### config.mk
export PLATFORM = sky130hd
export DESIGN_NAME = alu_accumulator
export DESIGN_NICKNAME = d
export VERILOG_FILES = /design/src/rtl/alu_accumulator.sv
export SDC_FILE = /design/constraint.sdc
export NUM_CORES = 1
export LEC_CHECK = 0
export BUFFER_PORTS_ARGS = -buffer_cell sky130_fd_sc_hd__buf_2
export CORE_MARGIN = 10
export CORE_UTILIZATION = 56
export CTS_CLUSTER_SIZE = 30
export DETAILED_ROUTE_END_ITERATION = 12
export PLACE_DENSITY_LB_ADDON = 0.05
export SETUP_SLACK_MARGIN = 0.15
export SYNTH_ARGS = -nofsm -noshare
export SYNTH_HDL_FRONTEND = slang
export SYNTH_SLANG_ARGS = --single-unit
### constraint.sdc
create_clock -name clk -period 3.7 [get_ports clk]
set_input_delay 0.185 -clock clk [delete_from_list [all_inputs] [get_ports clk]]
set_output_delay 0.185 -clock clk [all_outputs]
set_load 0.05 [all_outputs]
### src/rtl/alu_accumulator.sv
// Accumulator/flags execute stage: single-cycle arithmetic, logic and load ops,
// plus an optional iterative shift-add multiply that stalls the controller via busy.
module alu_accumulator #(
    parameter int DATA_WIDTH = 8,
    parameter int INST_WIDTH = 8,
    parameter int MUL_ENABLE = 1
) (
    input  logic                  clk,
    input  logic                  arst_n,
    input  logic                  exec,
    input  logic [INST_WIDTH-1:0] IR,
    input  logic [DATA_WIDTH-1:0] IBR,
    input  logic [DATA_WIDTH-1:0] MBR,
    output logic [DATA_WIDTH-1:0] AR,
    output logic [3:0]            Flags,
    output logic                  busy
);
    // Flag bit positions and the two load opcodes of the 00 class.
    localparam int FLAG_ZERO  = 0;
    localparam int FLAG_CARRY = 1;
    localparam int FLAG_NEG   = 2;
    localparam int FLAG_OV    = 3;
    localparam logic [7:0] LOAD_X = 8'h01;
    localparam logic [7:0] LOAD_I = 8'h02;
    localparam int CNT_W = (DATA_WIDTH > 1) ? $clog2(DATA_WIDTH) : 1;
    localparam logic [CNT_W-1:0] CNT_LAST = CNT_W'(DATA_WIDTH - 1);

    typedef enum logic [0:0] {ST_IDLE = 1'b0, ST_MUL = 1'b1} state_t;

    state_t                    state_r, state_nxt_s;
    logic [DATA_WIDTH-1:0]     ar_r, ar_nxt_s;
    logic [3:0]                flags_r, flags_nxt_s;
    logic                      busy_r, busy_nxt_s;
    logic [DATA_WIDTH-1:0]     mcand_r, mcand_nxt_s;
    logic [DATA_WIDTH-1:0]     mplier_r, mplier_nxt_s;
    logic [2*DATA_WIDTH-1:0]   prod_r, prod_nxt_s, partial_s;
    logic [CNT_W-1:0]          cnt_r, cnt_nxt_s;
    logic [DATA_WIDTH-1:0]     operand_s, logic_res_s;
    logic [DATA_WIDTH:0]       add_s, sub_s;
    logic                      src_ok_s, cin_s;

    function automatic logic add_ovf(input logic a, input logic b, input logic r);
        return (a == b) && (r != a);
    endfunction

    function automatic logic sub_ovf(input logic a, input logic b, input logic r);
        return (a != b) && (r != a);
    endfunction

    // Operand selection and datapath results for the single-cycle ops.
    always_comb begin
        src_ok_s    = (IR[5:2] == 4'b0000) || (IR[5:2] == 4'b0001);
        operand_s   = (IR[5:2] == 4'b0001) ? IBR : MBR;
        cin_s       = IR[0] ? flags_r[FLAG_CARRY] : 1'b0;
        add_s       = {1'b0, ar_r} + {1'b0, operand_s} + {{DATA_WIDTH{1'b0}}, cin_s};
        sub_s       = {1'b0, ar_r} - {1'b0, operand_s} - {{DATA_WIDTH{1'b0}}, cin_s};
        logic_res_s = ~ar_r;
        case (IR[1:0])
            2'b00:   logic_res_s = ar_r & operand_s;
            2'b01:   logic_res_s = ar_r | operand_s;
            2'b10:   logic_res_s = ar_r ^ operand_s;
            default: logic_res_s = ~ar_r;
        endcase
        partial_s = mplier_r[cnt_r] ? ({{DATA_WIDTH{1'b0}}, mcand_r} << cnt_r)
                                    : {(2*DATA_WIDTH){1'b0}};
    end

    // Next-state, accumulator and flag update; exec is ignored outside IDLE.
    always_comb begin
        state_nxt_s  = state_r;
        ar_nxt_s     = ar_r;
        flags_nxt_s  = flags_r;
        busy_nxt_s   = busy_r;
        mcand_nxt_s  = mcand_r;
        mplier_nxt_s = mplier_r;
        prod_nxt_s   = prod_r;
        cnt_nxt_s    = cnt_r;
        case (state_r)
            ST_IDLE: begin
                if (exec) begin
                    case (IR[7:6])
                        2'b01: begin
                            if (src_ok_s) begin
                                if (IR[1]) begin
                                    ar_nxt_s              = sub_s[DATA_WIDTH-1:0];
                                    flags_nxt_s[FLAG_CARRY] = sub_s[DATA_WIDTH];
                                    flags_nxt_s[FLAG_OV]  = sub_ovf(ar_r[DATA_WIDTH-1], operand_s[DATA_WIDTH-1], sub_s[DATA_WIDTH-1]);
                                end else begin
                                    ar_nxt_s              = add_s[DATA_WIDTH-1:0];
                                    flags_nxt_s[FLAG_CARRY] = add_s[DATA_WIDTH];
                                    flags_nxt_s[FLAG_OV]  = add_ovf(ar_r[DATA_WIDTH-1], operand_s[DATA_WIDTH-1], add_s[DATA_WIDTH-1]);
                                end
                                flags_nxt_s[FLAG_ZERO] = (ar_nxt_s == {DATA_WIDTH{1'b0}});
                                flags_nxt_s[FLAG_NEG]  = ar_nxt_s[DATA_WIDTH-1];
                            end else begin
                                ar_nxt_s = ar_r;
                            end
                        end
                        2'b10: begin
                            if (src_ok_s) begin
                                ar_nxt_s               = logic_res_s;
                                flags_nxt_s[FLAG_ZERO] = (logic_res_s == {DATA_WIDTH{1'b0}});
                                flags_nxt_s[FLAG_NEG]  = logic_res_s[DATA_WIDTH-1];
                                flags_nxt_s[FLAG_OV]   = 1'b0;
                            end else begin
                                ar_nxt_s = ar_r;
                            end
                        end
                        2'b11: begin
                            if ((MUL_ENABLE != 0) && src_ok_s && (IR[1:0] == 2'b00)) begin
                                mcand_nxt_s  = ar_r;
                                mplier_nxt_s = operand_s;
                                prod_nxt_s   = {(2*DATA_WIDTH){1'b0}};
                                cnt_nxt_s    = {CNT_W{1'b0}};
                                busy_nxt_s   = 1'b1;
                                state_nxt_s  = ST_MUL;
                            end else begin
                                state_nxt_s = ST_IDLE;
                            end
                        end
                        default: begin
                            if ((IR[7:0] == LOAD_X) || (IR[7:0] == LOAD_I)) begin
                                ar_nxt_s               = (IR[7:0] == LOAD_I) ? IBR : MBR;
                                flags_nxt_s[FLAG_ZERO] = (ar_nxt_s == {DATA_WIDTH{1'b0}});
                                flags_nxt_s[FLAG_NEG]  = ar_nxt_s[DATA_WIDTH-1];
                            end else begin
                                ar_nxt_s = ar_r;
                            end
                        end
                    endcase
                end else begin
                    state_nxt_s = ST_IDLE;
                end
            end
            ST_MUL: begin
                prod_nxt_s = prod_r + partial_s;
                cnt_nxt_s  = cnt_r + CNT_W'(1);
                if (cnt_r == CNT_LAST) begin
                    ar_nxt_s                = prod_nxt_s[DATA_WIDTH-1:0];
                    flags_nxt_s[FLAG_CARRY] = (prod_nxt_s[2*DATA_WIDTH-1:DATA_WIDTH] != {DATA_WIDTH{1'b0}});
                    flags_nxt_s[FLAG_OV]    = flags_nxt_s[FLAG_CARRY];
                    flags_nxt_s[FLAG_ZERO]  = (prod_nxt_s[DATA_WIDTH-1:0] == {DATA_WIDTH{1'b0}});
                    flags_nxt_s[FLAG_NEG]   = prod_nxt_s[DATA_WIDTH-1];
                    busy_nxt_s              = 1'b0;
                    state_nxt_s             = ST_IDLE;
                end else begin
                    state_nxt_s = ST_MUL;
                end
            end
            default: begin
                state_nxt_s = ST_IDLE;
                busy_nxt_s  = 1'b0;
            end
        endcase
    end

    // State register; reset also aborts a multiply in flight.
    always_ff @(posedge clk) begin
        if (!arst_n) begin
            state_r  <= ST_IDLE;
            ar_r     <= {DATA_WIDTH{1'b0}};
            flags_r  <= 4'b0000;
            busy_r   <= 1'b0;
            mcand_r  <= {DATA_WIDTH{1'b0}};
            mplier_r <= {DATA_WIDTH{1'b0}};
            prod_r   <= {(2*DATA_WIDTH){1'b0}};
            cnt_r    <= {CNT_W{1'b0}};
        end else begin
            state_r  <= state_nxt_s;
            ar_r     <= ar_nxt_s;
            flags_r  <= flags_nxt_s;
            busy_r   <= busy_nxt_s;
            mcand_r  <= mcand_nxt_s;
            mplier_r <= mplier_nxt_s;
            prod_r   <= prod_nxt_s;
            cnt_r    <= cnt_nxt_s;
        end
    end

    assign AR    = ar_r;
    assign Flags = flags_r;
    assign busy  = busy_r;
endmodule

### After elaboration in Yosys (flattened, before gate mapping)

Index checks and enable logic that the tools add are counted.

| cells by class | value |
|---|---|
| $add $sub $neg | 6 |
| order comparisons | 1 |
| equal/unequal tests | 24 |
| shift-type cells | 1 |
| muxes and demuxes | 51 |
| bitwise logic cells | 5 |
| reduce and logical (&&, ||, !) cells | 18 |

Operators by type and width:

| cell | number |
|---|---|
| 2-to-1 mux 8 bit | 12 |
| 2-to-1 mux 16 bit | 4 |
| one-hot mux 8 bit (3 select lines) | 2 |
| zero test 8 bit | 4 |
| one-hot mux 16 bit (2 select lines) | 1 |
| adder 16 bit | 1 |
| 2-to-1 mux 1 bit | 16 |
| one-hot mux 8 bit (2 select lines) | 1 |
| left shift 8 x 3 -> 16 bit | 1 |
| 2-to-1 mux 4 bit | 3 |
| AND reduction 4 bit | 3 |
| adder 8 x 8 -> 9 bit | 1 |
| adder 9 x 1 -> 9 bit | 1 |
| 2-to-1 mux 3 bit | 3 |
| subtractor 8 x 8 -> 9 bit | 1 |
| subtractor 9 x 1 -> 9 bit | 1 |
| bitwise AND 8 bit | 1 |
| == test 8 x 1 -> 1 bit (second input constant) | 1 |
| == test 8 x 2 -> 1 bit (second input constant) | 1 |
| inequality test 2 bit (second input constant) | 4 |
| inverter 8 bit | 1 |
| bitwise OR 8 bit | 1 |
| one-hot mux 4 bit (2 select lines) | 1 |
| nonzero test 8 bit | 1 |
| 26 further kinds | 40 |

| storage, ports and cells | value |
|---|---|
| register bits after elaboration | 49 |
| input port bits | 27 |
| logic and storage cells | 116 |

### Longest topological paths before layout

Gate-level depths: netlist (run 1).

| depth | value |
|---|---|
| depth in word-level cells | 14 |
| depth in mapped cells | 17 |

### Least setup slack after synthesis (run 1)

Ideal clock, no wire load.

| timing | value |
|---|---|
| path type | flip-flop to flip-flop |
| start | reg cnt_r[0] |
| end | reg flags_r[3], in the netlist Flags[3] |
| library setup time | 73 ps |
| data arrival time | 3687 ps |
| setup slack | -61 ps |
| cell stages (with the launch flop) | 16 |
| path buffers | 2 |
| clock period less this slack | 3761 ps |
| path through | dfxtp_1 > clkbuf_1 > mux4_2 > nand2_1 > and2_1 > clkbuf_1 > a21oi_1 > ha_1 > a21o_1 > a221o_1 > a221oi_2 > xnor2_1 > nor2_1 > and4bb_1 > a41o_1 > o211ai_2 |

| on the way | value |
|---|---|
| word-level cells in the longest chain between the ends | 7 |

Ends and longest elaborated chain:

| item | RTL line | RTL |
|---|---|---|
| start, declared | 37 | `logic [CNT_W-1:0] cnt_r, cnt_nxt_s;` |
| start signal, assigned | 167 | `cnt_r <= {CNT_W{1'b0}};` |
| start signal, assigned | 176 | `cnt_r <= cnt_nxt_s;` |
| binary-select mux 1 bit (select 3 bit) | 64 | `partial_s = mplier_r[cnt_r] ? ({{DATA_WIDTH{1'b0}}, mcand_r} << cnt_r)` |
| 2-to-1 mux 1 bit (not written as such) | 64 |  |
| 2-to-1 mux 16 bit | 64 |  |
| adder 16 bit | 136 | `prod_nxt_s = prod_r + partial_s;` |
| nonzero test 8 bit | 140 | `flags_nxt_s[FLAG_CARRY] = (prod_nxt_s[2*DATA_WIDTH-1:DATA_WIDTH] != {DATA_WIDTH{1'b0}});` |
| 2-to-1 mux 4 bit | 138 | `if (cnt_r == CNT_LAST) begin` |
| one-hot mux 4 bit (2 select lines) | 78 | `case (state_r)` |
| end signal, assigned | 171 | `flags_r <= flags_nxt_s;` |
| end, declared | 32 | `logic [3:0] flags_r, flags_nxt_s;` |

Several ways; a longest one is shown, not always the timed one. The select of a mux whose other input is x is not followed.
A chain may end at the register's enable or synchronous reset.

### Final worst setup path (run 1)

Ends and elaborated chain as after synthesis.

==> results of run 1 <==
[worst paths after layout]
| check | slack, ns | cells after the start | endpoint | start |
|---|---|---|---|---|
| max | 0.29 | 13 | Flags[3] | cnt_r[0] |
| min reg2reg | 0.48 | 2 | prod_r[6] | prod_r[6] |
| max reg2reg | 0.29 | 13 | Flags[3] | cnt_r[0] |
| min | 0.40 | 5 | AR[7] | MBR[7] |
[flip-flops by register name (all words and copies together) (netlist names)]
| signal | flops |
|---|---|
| AR | 8 |
| state_r | 1 |
| mplier_r | 8 |
| mcand_r | 8 |
| prod_r | 16 |
| Flags | 3 |
| cnt_r | 3 |
| busy | 1 |
[critical path: cells and delay by family, from the launching register on]
kind            cells  cell delay (ns)
fa+ha+maj           2             0.54
xor+xnor            1             0.18
simple gates        4             0.48
flops               1             0.38
mux                 1             0.52
compound gates      5             1.24
[routing by layer]
metal / routed length, um / up-vias
li1: - / 2311
met1: 6860 / 2245
met2: 6250 / 171
met3: 971 / 18
met4: 199 / 0
met5: 0 / -
[synthesized netlist by cell type (4+ instances only)]
cell type | number | share of area, %
a211oi_1 | 7 | 1.1
a21boi_0 | 10 | 1.5
a21o_1 | 5 | 0.77
a21oi_1 | 46 | 4.7
a221oi_1 | 4 | 0.72
a22oi_1 | 8 | 1.2
a31oi_1 | 8 | 1.0
buf_2 | 5 | 0.51
buf_4 | 4 | 0.61
clkbuf_1 | 19 | 1.5
dfxtp_1 | 48 | 20
fa_1 | 4 | 1.6
ha_1 | 51 | 13
inv_1 | 47 | 3.6
mux2_2 | 4 | 0.92
mux2i_1 | 31 | 6.3
mux4_2 | 9 | 4.1
nand2_1 | 52 | 4.0
nand3_1 | 12 | 1.2
nor2_1 | 44 | 3.4
nor2b_1 | 29 | 3.7
nor3_1 | 12 | 1.2
nor4_1 | 8 | 1.0
o211a_1 | 8 | 1.6
o211ai_1 | 5 | 0.77
o21a_1 | 4 | 0.61
o21ai_0 | 29 | 3.0
xnor2_1 | 14 | 2.5
xor2_1 | 10 | 1.8
[power by group through the flow]
stage	combinational [mW]	sequential, mW	clock (mW)
global route	0.546	0.539	0.424
finish	0.494	0.538	0.400
floorplan	0.301	0.571	0
CTS	0.487	0.539	0.404
detailed placement	0.484	0.551	0
global placement	0.476	0.551	0
[kinds of logic (layout without fill, tap and decap cells)]
logic type | after synthesis | in the layout | synth area share (%)
buffers and inverters | 79 | 136 | 6.52
muxes | 45 | 45 | 11.7
and+or+nand+nor | 191 | 191 | 20.2
DFF | 48 | 48 | 19.7
xor gates and xnor gates | 24 | 24 | 4.30
adders and majority gates | 55 | 55 | 14.7
AOI/OAI and AO/OA | 165 | 165 | 23.0
[per-stage QoR]
step                      hold WS (ns)  setup slack (ns)
final                            0.395             0.288
after global routing             0.434             0.131
after CTS                        0.381             0.161
after detailed placement         0.471            0.0582
after global placement           0.456             0.136
after floorplan                  0.448             0.213
[repair_timing]
action,CTS,global route
endpoints found under the hold margin,0,0
setup buffers,0,2
setup endpoints to repair,3,6
resized for setup,3,22
pin swaps,0,8
[final cells by class]
class | instances | area [um^2]
Fill cell | 785 | 2980
Timing Repair Buffer | 80 | 503
Tap cell | 108 | 135
Inverter | 48 | 180
Clock inverter | 3 | 46.3
Multi-Input combinational cell | 480 | 3710
Sequential cell | 48 | 968
Clock buffer | 5 | 68.8
==> metrics.cfg, run 1 <==
[finish]
layout_common_cells = nand2_1 (50), inv_1 (47), ha_1 (47)
drive_gt1_share_pct = 20.3
mostFrequentLayoutCell = nand2_1
stdcell_count = 772
antenna_cells = 0
utilization_pct = 65.3
finalNetCount = 745
syn2layout_area_growth_pct = 14.8
finish.instance_area_um2 = 5610

[clock_tree]
clock-sinks = 48
cts_buffers = 5
cts_hold_buf = 0
clk_latency_ns = 0.31
clk_pin_slew_ns = 0.10
h-tree-depth = 2
clock-root-buffer = clkbuf_8
cts.path.max_buffers = 2
cts_tree = yes

[timing]
slew_headroom_pct = 47.1
tns_ns = 0
drv_slew = 0
setup_viol = 0
worst_pin_slew_ns = 0.794
fin_crit_sh_pct = 92.2
rsz0062_at_grt = true
period_minus_slack_ns = 3.41
hold_viol = 0
fmax_mhz = 293
fin_skew_ns = 0.00938

[global_route]
top_usage_layer = met2
grt_use_met2_pct = 33.7
use_met3_pct = 3.62
grt_pass1_vias = 4556
grt_use_met1_pct = 30.8
grt_pass1_wl_mm = 23.2
gr-total-overflow = 0
antenna_found_initial = 0
track_usage_pct = 21.7
grt_start_max_net_pins = 52

[placed_design]
dpl.hpwl_mm = 11.3
place_congestion = 0.935
dpl.cell_count = 762
port-buffer-count = 39
detailed_place.area_um2 = 5380

[drt]
drc = 0
drt_iter0_markers = 354
ant_nets = 0
vias = 4745
wire_per_inst_um = 18.5
wl_mm = 14.3
first_pass_iters = 5
avgViaCountPerCell = 6.15

[power]
p_per_area_nw_per_um2 = 255
p_switching_mw = 0.493
max-vdd-ir-drop_mv = 0.211
finalPower_mw = 1.43
cellInternalPower_mw = 0.938
p_comb_share_pct = 34.5
seq_power_share_pct = 37.6
swShare_pct = 34.4
pwr-share-clk_pct = 27.9
power.leakage_nw = 2.39

[critical_path]
cp-end-kind = flip-flop
crit_type = reg -> reg
cp.required_ns = 3.95
crit_chain = mux4_2 -> nand2_4 -> nor2_1 -> ha_2 -> fa_2 -> a21o_1 -> a221o_1 -> a221oi_2 -> xnor2_1 -> nor2_1 -> and4bb_1 -> a41o_1 -> o211ai_2
crit_path_frequent_cell = nor2_1
worst-endpoint-arrival_ns = 3.66
cp_max_fo = 5
slowest_stage = mux4_2
max_stage_delay_ns = 0.52
start_kind = flip-flop

[worst_hold_path]
worst_hold_path_type = in -> reg

[synthesis]
yosys_register_bits = 48
syn_nets = 689
synth_ff_type = dfxtp_1
synth_cell_types = 74
yosysSeqAreaShare_pct = 19.7
synth_edf_count = 0
synth-async-reset-ratio_pct = 0
synth_area_um2 = 4890
avgSynthCellArea_um2 = 8.06
synthCells = 607
yosysWarnings = 0

[floorplanning]
initial_utilization_pct = 56.9
ioPinCount = 40
die_x_um = 113
die_area_um2 = 12900
core_area_um2 = 8590
die_h_um = 113
fp-row-count = 34

[job]
cap_violations = 0

[status]
status = complete, no violations

No activity file was read; power rests on OpenSTA's default activity.
==> inputs of run 2 (changes only) <==
--- a/config.mk
+++ b/config.mk
@@ -10,7 +10,7 @@
 export CORE_UTILIZATION = 56
 export CTS_CLUSTER_SIZE = 30
 export DETAILED_ROUTE_END_ITERATION = 12
-export PLACE_DENSITY_LB_ADDON = 0.05
+export PLACE_DENSITY = 0.81
 export SETUP_SLACK_MARGIN = 0.15
 export SYNTH_ARGS = -nofsm -noshare
 export SYNTH_HDL_FRONTEND = slang
==> run 2 against run 1 <==
  * Maximum frequency decreased by 0.19%
  * Combinational power decreased by 5.3%
  * Setup slack got worse by 0.0064 ns
  * Critical endpoint unchanged
  * Largest cell class unchanged
  * Worst hold slack got worse by 0.036 ns
  * Cell count decreased by 1.6%
  * Via count increased by 0.65%
  * Flip-flop and latch count unchanged
  * Clock skew decreased by 0.0050 ns
  * Sequential power about the same
==> metrics.cfg, run 2 (synthesis results as in run 1) <==
[finish]
layout_common_cells = nand2_1 (51), ha_1 (51), inv_1 (47)
stdcell_count = 760
antenna_cells = 0
fill_cells = 741
largest_reg_flops = 16
finalNetCount = 733
regMostFlops = prod_r
drive_gt1_share_pct = 17.5
syn2layout_area_growth_pct = 11.6

[placed_design]
dpl.cell_count = 750
port-buffer-count = 39
place_congestion = 0.937
dpl.hpwl_mm = 10.7
dp_slack_ns = 0.0610

[floorplanning]
die_x_um = 113
die_h_um = 113
ioPinCount = 40
fp-row-count = 34
core_area_um2 = 8590
die_area_um2 = 12900
initial_utilization_pct = 56.9

[critical_path]
worst-endpoint-arrival_ns = 3.66
cp.required_ns = 3.95
crit_type = reg -> reg
cp_max_fo = 7
cp-end-kind = flip-flop
crit_chain = mux4_2 -> nand2_2 -> and2_4 -> a21oi_1 -> ha_1 -> buf_4 -> nand2_1 -> or3_4 -> a211oi_4 -> nor2_1 -> xnor2_1 -> and4bb_1 -> a41o_1 -> o211ai_2
crit_family = simple AND/OR/NAND/NOR gates
start_kind = flip-flop
path_buf_inv = 1
slowest_stage = mux4_2
max_stage_delay_ns = 0.50

[clock_tree]
cts_buffers = 5
cts_tree = yes
clock-root-buffer = clkbuf_8
cts.path.max_buffers = 2
clk_pin_slew_ns = 0.10
clk_latency_ns = 0.31
clock-sinks = 48
h-tree-depth = 2

[global_route]
grt_pass1_vias = 4618
grt_pass1_wl_mm = 23.1
track_usage_pct = 21.3
antenna_found_initial = 0
grt_start_max_net_pins = 52
gr-total-overflow = 0

[power]
power.leakage_nw = 2.33
max-vdd-ir-drop_mv = 0.216
p_per_area_nw_per_um2 = 245
finalPower_mw = 1.34

[timing]
hold_viol = 0
worst_slack_ns = 0.282
rsz0062_at_grt = true
slew_headroom_pct = 47.7
fin_crit_sh_pct = 92.4
tns_ns = 0
fmax_mhz = 293
drv_slew = 0
fin_skew_ns = 0.00442
setup_viol = 0
period_minus_slack_ns = 3.42
worst_pin_slew_ns = 0.785

[drt]
drt_iter0_markers = 380
wl_mm = 13.9
first_pass_iters = 6
drc = 0
avgViaCountPerCell = 6.28
vias = 4776
ant_nets = 0
wire_per_inst_um = 18.3

[status]
status = complete, no violations

[job]
cap_violations = 0

[worst_hold_path]
worst_hold_path_type = in -> reg

-- run 2: report_power, final --
group	leakage (nW)	switching (mW)	internal (mW)	total, mW
sequential	0.389	0.0166	0.523	0.539
combinational	1.89	0.271	0.198	0.468
clock	0.0485	0.196	0.136	0.332
total	2.33	0.483	0.856	1.34
-- run 2: metrics by stage --
stage / hold slack, ns / utilization [%] / cell area [um^2]
finish: 0.360 / 63.5 / 5460
global route: 0.376 / 63.5 / 5460
CTS: 0.343 / 62.8 / 5400
detailed placement: 0.472 / 61.7 / 5300
global placement: 0.464 / 61.7 / 5300
floorplan: 0.448 / - / 4890
-- run 2: what timing repair did --
action | 4_1_cts | 5_1_grt
buffers inserted | 0 | 2
gates resized for setup | 2 | 12
hold buffers | 0 | 0
endpoints found under the setup margin | 2 | 5
pin swaps | 0 | 7
-- run 2: cell type report --
type	count	area, um^2	share of cell area, %
clock buffers	5	68.8	1.26
clock inverters	3	22.5	0.413
inverters	48	180	3.30
multi-input cells	480	3650	66.9
flip-flops and latches	48	968	17.7
well taps	108	135	2.48
repair buffers	68	429	7.87
-- run 2: worst min-delay path, delay by kind of cell --
kind / cells / cell delay, ns
multiplexers: 1 / 0.13
AO/OA/AOI/OAI: 1 / 0.14
buffers and inverters: 1 / 0.11
AND/OR/NAND/NOR: 1 / 0.08
-- run 2: worst paths after layout --
check / startpoint / end / slack, ns / depth (start not counted)
max: cnt_r[0] / Flags[3] / 0.28 / 14
min: MBR[7] / mplier_r[7] / 0.36 / 4
max reg2reg: cnt_r[0] / Flags[3] / 0.28 / 14
min reg2reg: prod_r[2] / prod_r[2] / 0.48 / 2
-- run 2: routing by layer --
layer,routed length [um],up-vias,track usage [%]
met5,0,-,0
met4,159,0,4.40
met3,1310,22,4.30
met2,6280,244,34.3
met1,6140,2229,28.9
li1,-,2281,-
==> inputs of run 3 (changes only) <==
--- a/config.mk
+++ b/config.mk
@@ -5,8 +5,9 @@
 export SDC_FILE = /design/constraint.sdc
 export NUM_CORES = 1
 export LEC_CHECK = 0
+export ABC_AREA = 1
 export BUFFER_PORTS_ARGS = -buffer_cell sky130_fd_sc_hd__buf_2
-export CORE_MARGIN = 10
+export CORE_MARGIN = 2
 export CORE_UTILIZATION = 56
 export CTS_CLUSTER_SIZE = 30
 export DETAILED_ROUTE_END_ITERATION = 12
==> run 3 against run 2 <==
  * Die area shrank 26%
  * Synthesized cell count is 32% higher
  * Register-to-register slack improved by 0.18 ns
  * Maximum frequency grew 5.5%
  * Worst hold slack got worse by 0.037 ns
  * Cell count grew 24%
  * Utilization is 1.4 points lower
  * Non-clock buffer count shrank 15
  * Setup slack better by 0.18 ns
  * Design area down 1.7%
  * Total power up 10%
==> metrics.cfg, run 3 <==
[synthesis]
synth_cell_types = 43
synth-async-reset-ratio_pct = 0
yosysSeqAreaShare_pct = 19.5
yosys_register_bits = 48
synthCells = 799
synth_area_um2 = 4920
synth_ff_type = dfxtp_1
avgSynthCellArea_um2 = 6.16
syn_nets = 881
synth_common_cells = nand2_1 (206), inv_1 (98), o21ai_0 (80)
synth_edf_count = 0
synthTopCellsByArea = dfxtp_1 (20%), nand2_1 (16%), ha_1 (13%), o21ai_0 (8.1%), inv_1 (7.5%)
yosysWarnings = 0
synth_top_area_share_pct = 19.5
synthMostInstantiatedCell = nand2_1
netlist.top_cell.by_area = dfxtp_1

[finish]
finalNetCount = 914
finish.instance_area_um2 = 5360
antenna_cells = 0
fill_cells = 844
mostFrequentLayoutCell = nand2_1
regMostFlops = prod_r
layout_common_cells = nand2_1 (206), inv_1 (98), o21ai_0 (79)
utilization_pct = 62.1
drive_gt1_share_pct = 10.1
largest_reg_flops = 16
stdcell_count = 941
syn2layout_area_growth_pct = 8.95

[global_route]
gr-total-overflow = 0
grt_pass1_wl_mm = 24.6
antenna_found_initial = 0
grt_start_max_net_pins = 32
grt_pass1_vias = 4923
track_usage_pct = 31.6

[clock_tree]
clock-sinks = 48
clk_latency_ns = 0.32
clk_pin_slew_ns = 0.10
clock-root-buffer = clkbuf_8
h-tree-depth = 2
cts.path.max_buffers = 2
cts_tree = yes
cts_buffers = 5
cts_hold_buf = 0

[critical_path]
start_kind = flip-flop
max_stage_delay_ns = 0.38
crit_type = reg -> reg
cp-end-kind = flip-flop
crit_chain = inv_1 -> nor2_1 -> o22ai_1 -> nand2_1 -> nor3_1 -> ha_1 -> fa_1 -> nand2_1 -> nand2_1 -> a21oi_1 -> o21ai_2 -> nand2_1 -> nand2_1 -> nand2_1 -> nand2_1 -> nand3_1 -> nor2_1 -> nand3_1 -> nand2_1 -> a21oi_1
slowest_stage = dfxtp_2
cp.required_ns = 3.92
worst-endpoint-arrival_ns = 3.46
cp_max_fo = 9
crit_path_frequent_cell = nand2_1

[timing]
period_minus_slack_ns = 3.24
slew_headroom_pct = 53.9
hold_ws_ns = 0.323
fmax_mhz = 309
drv_slew = 0
worst_pin_slew_ns = 0.691
hold_viol = 0
worst_slack_ns = 0.461
fin_crit_sh_pct = 87.5
tns_ns = 0
rsz0062_at_grt = false
setup_viol = 0
fin_skew_ns = 0.00639

[drt]
first_pass_iters = 5
ant_nets = 0
wire_per_inst_um = 16.0
vias = 5427
drt_iter0_markers = 452
wl_mm = 15.1
avgViaCountPerCell = 5.77
drc = 0

[floorplanning]
die_area_um2 = 9560
ioPinCount = 40
die_h_um = 97.8
initial_utilization_pct = 57.0
core_area_um2 = 8640
die_x_um = 97.8
fp-row-count = 34

[status]
status = complete, no violations

[placed_design]
place_congestion = 0.951
dp_slack_ns = 0.288
dpl.cell_count = 933
detailed_place.area_um2 = 5210
port-buffer-count = 39
dpl.hpwl_mm = 11.9

[power]
finalPower_mw = 1.48
power.leakage_nw = 2.75
max-vdd-ir-drop_mv = 0.179
p_per_area_nw_per_um2 = 276

[job]
cap_violations = 0

[worst_hold_path]
worst_hold_path_type = in -> reg

-- run 3: worst paths after layout --
check	start	end	slack, ns	cells past startpoint
setup / recovery	cnt_r[0]	Flags[1]	0.46	20
hold / removal	IBR[7]	AR[7]	0.32	5
setup reg to reg	cnt_r[0]	Flags[1]	0.46	20
hold reg to reg	prod_r[0]	prod_r[0]	0.48	2
-- run 3: kinds of logic after synthesis --
logic type                 share of synthesized area [%]
buffers and inverters                               11.1
and+or+nand+nor                                     31.4
DFF                                                 19.5
AOI/OAI and AO/OA                                   21.6
muxes                                              0.407
xor gates and xnor gates                            1.42
adders and majority gates                           14.6
-- run 3: cell type report --
cell class / count / area, um^2 / area share (%)
clock inverter: 3 / 68.8 / 1.28
inverter: 106 / 400 / 7.46
multi-input combinational: 618 / 3430 / 63.9
timing repair buffer: 53 / 300 / 5.60
clock buffer: 5 / 68.8 / 1.28
tap: 108 / 135 / 2.52
sequential: 48 / 962 / 17.9
-- run 3: worst max-delay path, delay by kind of cell (launching register included) --
kind                     cells  cell delay, ns
AND/OR/NAND/NOR             13            1.46
AO/OA/AOI/OAI                4            0.59
adder cells (fa/ha/maj)      2            0.51
buffers and inverters        1            0.21
flip-flops                   1            0.38
-- run 3: layer usage --
layer | GRT usage [%] | share of wire [%]
met5 | 0 | 0
met4 | 11.2 | 3.0
met3 | 3.72 | 7.5
met2 | 51.9 | 47
met1 | 43.1 | 43
-- run 3: power by group --
part	total [mW]	internal, mW	leakage, nW	switching, mW
Sequential	0.541	0.525	0.388	0.0169
Clock	0.480	0.272	0.0687	0.207
Combinational	0.458	0.152	2.30	0.307
-- run 3: what timing repair did --
action | 4_1_cts | 5_1_grt
gates resized for setup | 0 | 5
setup buffers | 0 | 0
endpoints found under the setup margin | 0 | 3
